--- config.mk ---
export PLATFORM = sky130hd
export DESIGN_NAME = disp_trigger_decim
export DESIGN_NICKNAME = d
export VERILOG_FILES = /design/src/rtl/disp_trigger_decim.sv
export SDC_FILE = /design/constraint.sdc
export NUM_CORES = 1
export LEC_CHECK = 0
export CAP_MARGIN = 20
export CORE_UTILIZATION = 30
export CTS_BUF_LIST = sky130_fd_sc_hd__clkbuf_4 sky130_fd_sc_hd__clkbuf_8
export DETAILED_ROUTE_END_ITERATION = 12
export SYNTH_ARGS = -nofsm -noshare
export SYNTH_HDL_FRONTEND = slang
export SYNTH_SLANG_ARGS = --single-unit
--- constraint.sdc ---
create_clock -name clkSmpl -period 3.7 [get_ports clkSmpl]
set_input_delay 1.11 -clock clkSmpl [delete_from_list [all_inputs] [get_ports clkSmpl]]
set_output_delay 1.11 -clock clkSmpl [all_outputs]
set_load 0.005 [all_outputs]
--- src/rtl/disp_trigger_decim.sv ---
// disp_trigger_decim: edge trigger with hysteresis followed by a box-car decimator feeding the sample renderer.
// Optional auto trigger after AUTO_TIMEOUT armed samples is enabled by defining DISP_TRIG_AUTO_EN.
module disp_trigger_decim #(
  parameter int unsigned DMAX = 8,
  parameter logic [15:0] HYST = 16'h0040
`ifdef DISP_TRIG_AUTO_EN
  ,parameter int unsigned AUTO_TIMEOUT = 65536
`endif
) (
  input  logic        clkSmpl,
  input  logic        reset,
  input  logic        adc_valid,
  input  logic [15:0] adc_data,
  input  logic [15:0] trig_level,
  input  logic        trig_rising,
  input  logic [3:0]  decim,
  input  logic        smpl_req,
  output logic        smpl_valid,
  output logic [15:0] smpl,
  output logic        triggered
);

  localparam int unsigned DW = $clog2(DMAX + 1);
  localparam int unsigned CW = DMAX + 1;
  localparam int unsigned AW = 16 + DMAX;

  typedef enum logic [1:0] {IDLE, ARM, STREAM} state_t;

  state_t        state_q, state_d;
  logic [15:0]   level_q, level_d;
  logic          rising_q, rising_d;
  logic [DW-1:0] d_q, d_d;
  logic          flag_q, flag_d;
  logic [AW-1:0] acc_q, acc_d;
  logic [CW-1:0] cnt_q, cnt_d;
  logic [15:0]   smpl_q, smpl_d;
  logic          smpl_valid_q, smpl_valid_d;
  logic          triggered_q, triggered_d;

  logic [DW-1:0] decim_clamped;
  logic [15:0]   thr_lo, thr_hi;
  logic [16:0]   hi_sum;
  logic [AW-1:0] acc_sum;
  logic [CW-1:0] cnt_inc;
  logic          blk_done, edge_hit, flag_hit, force_arm, take;

`ifdef DISP_TRIG_AUTO_EN
  localparam int unsigned TW = $clog2(AUTO_TIMEOUT + 1);
  logic [TW-1:0] tmo_q, tmo_d;
  assign force_arm = (tmo_q == TW'(AUTO_TIMEOUT - 1));
`else
  assign force_arm = 1'b0;
`endif

  assign decim_clamped = (32'(decim) > DMAX) ? DW'(DMAX) : DW'(decim);

  // Hysteresis thresholds, saturated at the code range limits
  assign thr_lo   = (level_q >= HYST) ? (level_q - HYST) : 16'h0000;
  assign hi_sum   = {1'b0, level_q} + {1'b0, HYST};
  assign thr_hi   = hi_sum[16] ? 16'hFFFF : hi_sum[15:0];
  assign flag_hit = rising_q ? (adc_data < thr_lo) : (adc_data > thr_hi);
  assign edge_hit = flag_q && (rising_q ? (adc_data >= level_q) : (adc_data <= level_q));

  assign acc_sum  = acc_q + AW'(adc_data);
  assign cnt_inc  = cnt_q + CW'(1);
  assign blk_done = (cnt_inc == (CW'(1) << d_q));

  always_comb begin
    state_d      = state_q;
    level_d      = level_q;
    rising_d     = rising_q;
    d_d          = d_q;
    flag_d       = flag_q;
    acc_d        = acc_q;
    cnt_d        = cnt_q;
    smpl_d       = smpl_q;
    smpl_valid_d = 1'b0;
    triggered_d  = triggered_q;
    take         = 1'b0;
`ifdef DISP_TRIG_AUTO_EN
    tmo_d        = tmo_q;
`endif
    case (state_q)
      IDLE: begin
        acc_d       = '0;
        cnt_d       = '0;
        triggered_d = 1'b0;
        if (smpl_req) begin
          state_d  = ARM;
          level_d  = trig_level;
          rising_d = trig_rising;
          d_d      = decim_clamped;
          flag_d   = 1'b0;
`ifdef DISP_TRIG_AUTO_EN
          tmo_d    = '0;
`endif
        end
      end
      ARM: begin
        if (!smpl_req) begin
          state_d = IDLE;
        end else if (adc_valid) begin
          if (edge_hit || force_arm) begin
            state_d     = STREAM;
            triggered_d = edge_hit;
            take        = 1'b1;
          end else if (flag_hit) begin
            flag_d = 1'b1;
          end
`ifdef DISP_TRIG_AUTO_EN
          tmo_d = tmo_q + TW'(1);
`endif
        end
      end
      STREAM: begin
        if (!smpl_req) begin
          state_d     = IDLE;
          acc_d       = '0;
          cnt_d       = '0;
          triggered_d = 1'b0;
        end else if (adc_valid) begin
          take = 1'b1;
        end
      end
      default: state_d = IDLE;
    endcase

    // Accumulate; on block completion emit the average and restart without losing a sample
    if (take) begin
      if (blk_done) begin
        smpl_d       = 16'(acc_sum >> d_q);
        smpl_valid_d = 1'b1;
        acc_d        = '0;
        cnt_d        = '0;
      end else begin
        acc_d = acc_sum;
        cnt_d = cnt_inc;
      end
    end
  end

  always_ff @(posedge clkSmpl or posedge reset) begin
    if (reset) begin
      state_q      <= IDLE;
      level_q      <= '0;
      rising_q     <= 1'b0;
      d_q          <= '0;
      flag_q       <= 1'b0;
      acc_q        <= '0;
      cnt_q        <= '0;
      smpl_q       <= '0;
      smpl_valid_q <= 1'b0;
      triggered_q  <= 1'b0;
`ifdef DISP_TRIG_AUTO_EN
      tmo_q        <= '0;
`endif
    end else begin
      state_q      <= state_d;
      level_q      <= level_d;
      rising_q     <= rising_d;
      d_q          <= d_d;
      flag_q       <= flag_d;
      acc_q        <= acc_d;
      cnt_q        <= cnt_d;
      smpl_q       <= smpl_d;
      smpl_valid_q <= smpl_valid_d;
      triggered_q  <= triggered_d;
`ifdef DISP_TRIG_AUTO_EN
      tmo_q        <= tmo_d;
`endif
    end
  end

  assign smpl_valid = smpl_valid_q;
  assign smpl       = smpl_q;
  assign triggered  = triggered_q;

endmodule

==> impl_metrics.tcl, run 1 <==
set metrics [dict create \
    run_status "completed" \
    dr.pass1.iters 5 \
    tightest_slew_ns 0.7118 \
    ys_seq_elements 75 \
    initial_utilization_pct 30.87 \
    avgSynthCellArea_um2 8.429 \
    cp-endpoint "smpl[7]" \
    worstPathArrival_ns 4.01 \
    layout_commonest_cell "buf_4" \
    synthDistinctLibCells 86 \
    finalCriticalPeriod_ns 3.672 \
    cts_tree "built" \
    holdWs_ns 0.4981 \
    syn-num-nets 983 \
    core_area_um2 23750 \
    end_kind "register" \
    htreeDepth 3 \
    yosysWarnings 0 \
    grt-ovfl-total 0 \
    synth-edff-count 0 \
    drive_above_1_share_pct 29.80 \
    ys_seq_area_share_pct 25.59 \
    ys.flop_type "dfrtp_1" \
    ios 59 \
    startpoint_type "input port" \
    rsz0062_at_grt "true" \
    drt_wl_total_um 24490 \
    leakagePower_nw 4.640 \
    antenna_left 0 \
    gr-usage-all-layers_pct 19.99 \
    final_cell_mix "buf_4 (183), nand2_1 (81), dfrtp_1 (75), nor2_1 (72), ha_1 (55)" \
    vias_per_cell 5.363 \
    finalCritPeriodShare_pct 99.25 \
    diodes 0 \
    dr_total_vias 7578 \
    cts.path.max_buffers 2 \
    timing.rr.start "level_q[10]" \
    grt_pass1_vias 7415 \
    antenna_found_initial 0 \
    nets 1202 \
    syn-cell-area_um2 7333 \
    first_iter_violations 550 \
    yosysTopAreaCell "dfrtp_1" \
    synthArstFlopShare_pct 100.0 \
    drv_slew 0 \
    synth_top_area_share_pct 25.59 \
    die_h_um 158.3 \
    slew-limit-headroom_pct 52.55 \
    crit_fanout 2 \
    drc 0 \
    clk_latency_ns 0.40 \
    area_growth_pct 41.36 \
    clkTransAtPathRegs_ns 0.09 \
    num_rows 56 \
    drv_cap 0 \
    hold_viol_final 0 \
    r2r_cells 17 \
    dieArea_um2 25070 \
    timing.fmax_ghz 0.2723 \
    detailed_place_hpwl_um 18470 \
    syn_inst 870 \
    port_buffers 58 \
    crit_required_ns 4.03 \
    r2r_setup_slack_ns 0.24 \
    hold_class "reg -> reg" \
    crit_start "adc_data[1]" \
    fin_worst_skew_ns 0.02027 \
    die_w_um 158.3 \
    total_power_mw 5.663 \
    gp_congestion 0.9019 \
    wl_per_cell_um 17.33 \
    cellPowerDensity_nw_per_um2 546.3 \
    crit_type "in -> reg" \
    ir_worst_vdd_mv 0.2364 \
    cts_buffers 9 \
    tns_ns 0 \
    clock_sinks 75 \
    grt_first_pass_wirelength_um 39070 \
    finalSetupViolCount 0 \
    cts-root-buf "clkbuf_8" \
    grt_start_max_net_pins 41 \
    worstReg2RegEnd "flag_q" \
    synthTopCellsByArea "dfrtp_1 (26%), ha_1 (12%), nand2_1 (4.2%), nor2_1 (3.7%), o21ai_0 (3.7%)" \
]
==> where the power goes <==
| part | switching, mW | leakage, nW | internal [mW] | total (mW) |
|---|---|---|---|---|
| registers | 0.267 | 0.996 | 1.02 | 1.29 |
| logic | 1.91 | 3.53 | 1.72 | 3.63 |
| clock network | 0.366 | 0.113 | 0.379 | 0.745 |
==> through the flow <==
| stage | setup slack (ns) | cells | instance area (um2) | utilization, % |
|---|---|---|---|---|
| after global placement | -0.8106 | 1377 | 9578 | 40.32 |
| after detailed placement | -0.8126 | 1377 | 9578 | 40.32 |
| after CTS | 0.004386 | 1404 | 10120 | 42.62 |
| final | 0.02769 | 1413 | 10370 | 43.64 |
| after global routing | -0.05491 | 1413 | 10370 | 43.64 |
| after floorplan | -0.1227 | 870 | 7383 | - |
==> per-layer routing <==
layer | wire length, um | track usage (%)
met5 | 0 | 0
met4 | 480 | 6.090
met3 | 1092 | 3.293
met2 | 11390 | 32.94
met1 | 11530 | 26.60
==> how the worst min path moves through the flow <==
stage,cells past startpoint,end,from
3_5_place_dp,2,acc_q[9],acc_q[9]
4_1_cts,1,smpl[1],smpl[1]
6_report,1,cnt_q[8],cnt_q[8]
5_1_grt,1,smpl[1],smpl[1]
2_1_floorplan,2,acc_q[10],acc_q[10]
3_3_place_gp,2,acc_q[11],acc_q[11]
==> sequential cells by signal, indices dropped and copies added, names as in the netlist <==
name and count:
acc_q 24, rising_q 1, level_q 16, flag_q 1, smpl 16, smpl_valid 1
triggered 1, d_q 4, cnt_q 9, state_q 2
==> worst max-delay path, cell delays in order <==
cell	delay, ns
buf_2	0.13
ha_1	0.33
a211oi_2	0.20
buf_4	0.15
o211ai_2	0.12
a2111oi_2	0.39
buf_4	0.18
o21ai_1	0.10
xor2_1	0.20
mux2i_1	0.14
mux4_2	0.53
a2111oi_4	0.31
a21o_1	0.11
==> cell type report <==
class	instances	area, um2
clock inverters	7	92.59
fillers	2293	13390
repair buffers	252	2112
well taps	319	399.1
flip-flops and latches	75	1877
multi-input cells	722	5652
inverters	29	110.1
clock buffers	9	123.9
==> cell families (layout without fill, tap and decap cells) <==
| logic type | count (synthesis) | count (layout) | share of synthesized area, % |
|---|---|---|---|
| AND/OR/NAND/NOR | 292 | 292 | 19.35 |
| flip-flops | 75 | 75 | 25.59 |
| multiplexers | 45 | 45 | 6.859 |
| AO/OA/AOI/OAI | 276 | 276 | 27.42 |
| buffers and inverters | 73 | 297 | 3.975 |
| adder cells (fa/ha/maj) | 72 | 72 | 12.39 |
| XOR/XNOR | 37 | 37 | 4.419 |
==> cell usage after synthesis (all sizes together), types with 5 or more instances <==
| cell | n |
|---|---|
| dfrtp | 75 |
| mux2i | 21 |
| or3 | 8 |
| ha | 71 |
| nor2 | 73 |
| a21oi | 48 |
| nand3 | 25 |
| o31ai | 6 |
| inv | 28 |
| o211ai | 19 |
| a211oi | 13 |
| mux2 | 22 |
| and2 | 11 |
| nand2 | 84 |
| a31oi | 11 |
| clkbuf | 27 |
| nand2b | 8 |
| nor3 | 24 |
| a21o | 26 |
| and3 | 9 |
| xnor2 | 22 |
| nor2b | 8 |
| a22o | 15 |
| or2 | 5 |
| nand4 | 15 |
| o21a | 16 |
| o221ai | 8 |
| a221o | 5 |
| a2111oi | 7 |
| buf | 17 |
| xor2 | 15 |
| a2bb2oi | 5 |
| o21ai | 57 |
==> repair_timing <==
item,4_1_cts,5_1_grt
pin swaps,25,28
gates resized for setup,71,45
cloned,0,1
endpoints found under the setup margin,49,43
buffers inserted,11,8
hold buffers,0,0
No activity file was read; power rests on OpenSTA's default activity.
==> run 2, diff against run 1 <==
--- a/config.mk
+++ b/config.mk
@@ -5,10 +5,11 @@
 export SDC_FILE = /design/constraint.sdc
 export NUM_CORES = 1
 export LEC_CHECK = 0
-export CAP_MARGIN = 20
+export CAP_MARGIN = 30
 export CORE_UTILIZATION = 30
 export CTS_BUF_LIST = sky130_fd_sc_hd__clkbuf_4 sky130_fd_sc_hd__clkbuf_8
 export DETAILED_ROUTE_END_ITERATION = 12
 export SYNTH_ARGS = -nofsm -noshare
 export SYNTH_HDL_FRONTEND = slang
 export SYNTH_SLANG_ARGS = --single-unit
+export TNS_END_PERCENT = 30
==> run 2 against run 1 <==
Sequential power is essentially flat. Critical path type unchanged. Via count shrank 1.1%. Clock power shrank 7.1%. Worst setup slack gained 0.022 ns. Critical path depth is the same. Routed wire length shrank 2.8%. Sequential share of layout area grew 0.27 points. Non-clock buffer count shrank 17. Combinational power shrank 3%. Critical endpoint unchanged. Maximum frequency grew 0.61%. Design area shrank 1.5%. Highest routed layer unchanged. Count of clock-buffer cells in the layout grew 2.
==> impl_metrics.tcl, run 2 (same netlist as run 1, synthesis figures left out) <==
set metrics [dict create \
    die_h_um 158.3 \
    htreeDepth 3 \
    tightest_slew_ns 0.4982 \
    grt_pass1_vias 7349 \
    cts.path.max_buffers 2 \
    clk_latency_ns 0.38 \
    core_area_um2 23750 \
    port_buffers 58 \
    diodes 0 \
    run_status "completed" \
    area_growth_pct 39.28 \
    nets 1185 \
    ios 59 \
    worstPathArrival_ns 3.97 \
    final_cell_mix "buf_4 (172), nand2_1 (83), dfrtp_1 (75), nor2_1 (71), ha_1 (54)" \
    fin_worst_skew_ns 0.01667 \
    antenna_left 0 \
    crit_type "in -> reg" \
    leakagePower_nw 4.527 \
    timing.fmax_ghz 0.2740 \
    grt_first_pass_wirelength_um 38540 \
    drt_wl_total_um 23800 \
    layout_commonest_cell "buf_4" \
    finalCritPeriodShare_pct 98.65 \
    cellPowerDensity_nw_per_um2 538.0 \
    startpoint_type "input port" \
    grt-ovfl-total 0 \
    dieArea_um2 25070 \
    cts_tree "built" \
    clkTransAtPathRegs_ns 0.08 \
    largest_reg_flops 24 \
    drive_above_1_share_pct 29.28 \
    cts_buffers 9 \
    drv_cap 0 \
    num_rows 56 \
    slew-limit-headroom_pct 66.66 \
    first_iter_violations 617 \
    dr.pass1.iters 5 \
    vias_per_cell 5.375 \
    gp_congestion 0.8919 \
    gr-usage-all-layers_pct 19.73 \
    rsz0062_at_grt "true" \
    drv_slew 0 \
    end_kind "register" \
    detailed_place_hpwl_um 18160 \
    ir_worst_vdd_mv 0.3068 \
    dr_total_vias 7498 \
    crit_fanout 3 \
    die_w_um 158.3 \
    tns_ns 0 \
    dp.cells 1370 \
    drc 0 \
    finalSetupViolCount 0 \
    hold_viol_final 0 \
    crit_required_ns 4.02 \
    cts-root-buf "clkbuf_8" \
    fin_util_pct 43.00 \
    hold_class "reg -> reg" \
    initial_utilization_pct 30.87 \
    instances_no_fill 1395 \
    clock_sinks 75 \
    finalCriticalPeriod_ns 3.650 \
    antenna_found_initial 0 \
    wl_per_cell_um 17.06 \
    regMostFlops "acc_q" \
    grt_start_max_net_pins 55 \
    total_power_mw 5.495 \
]
[run 2: changes by cell type in the layout (fill, tap and decap cells not counted), sizes merged]
cell	change
buf	-16
bufinv	-1
clkdlybuf4s15	+4
clkinv	-4
clkinvlp	+2
dlygate4sd2	-3
[run 2: metal layers]
metal | track usage (%) | vias up | wire (um)
li1 | - | 3665 | -
met4 | 6.777 | 0 | 614
met5 | 0 | - | 0
met2 | 31.85 | 184 | 11000
met1 | 26.86 | 3610 | 11180
met3 | 2.667 | 39 | 1004
[run 2: what timing repair did]
item	CTS	global route
buffers inserted	4	6
cloned	0	0
setup endpoints to repair	49	42
resized for setup	68	61
hold buffers	0	0
pin swaps	17	31
[run 2: worst max-delay path: stages]
cell and delay (ns):
clkdlybuf4s15_2 0.22, ha_4 0.18, a211oi_2 0.19, buf_4 0.16
o211ai_2 0.13, a2111oi_2 0.38, buf_4 0.18, o21ai_1 0.09
xor2_1 0.20, mux2i_1 0.14, mux4_2 0.54, a2111oi_4 0.31
a21o_1 0.12
[run 2: worst paths after layout]
kind                                   end  slack (ns)        start  cells after the start
worst max-delay path               smpl[7]        0.05  adc_data[2]                     13
worst min register to register     smpl[0]        0.51      smpl[0]                      1
max in group asynchronous        acc_q[15]        1.99        reset                      3
worst max register to register      flag_q        0.34   level_q[9]                     17
worst min-delay path               smpl[0]        0.51      smpl[0]                      1
min in group asynchronous       level_q[0]        1.04        reset                      2
[run 2: power by group]
group / total, mW / internal [mW] / switching, mW
Combinational: 3.51 / 1.65 / 1.86
Sequential: 1.29 / 1.02 / 0.269
Clock: 0.692 / 0.344 / 0.348
[run 2: area by class of cell]
type                    count  area [um2]
flip-flops and latches     75        1877
repair buffers            235        1932
fillers                  2280       13540
clock buffers              11       151.4
multi-input cells         722        5694
clock inverters             4       50.05
inverters                  29       110.1
well taps                 319       399.1
[run 2: per-stage QoR]
stage                     hold slack, ns  setup WS (ns)  area, um2
after global placement            0.4731        -0.8106       9458
after floorplan                   0.4538        -0.1227       7378
final                             0.5141        0.04987      10210
after CTS                         0.5013       -0.02717       9918
after detailed placement          0.4782        -0.8049       9458
after global routing              0.5353       -0.07122      10210
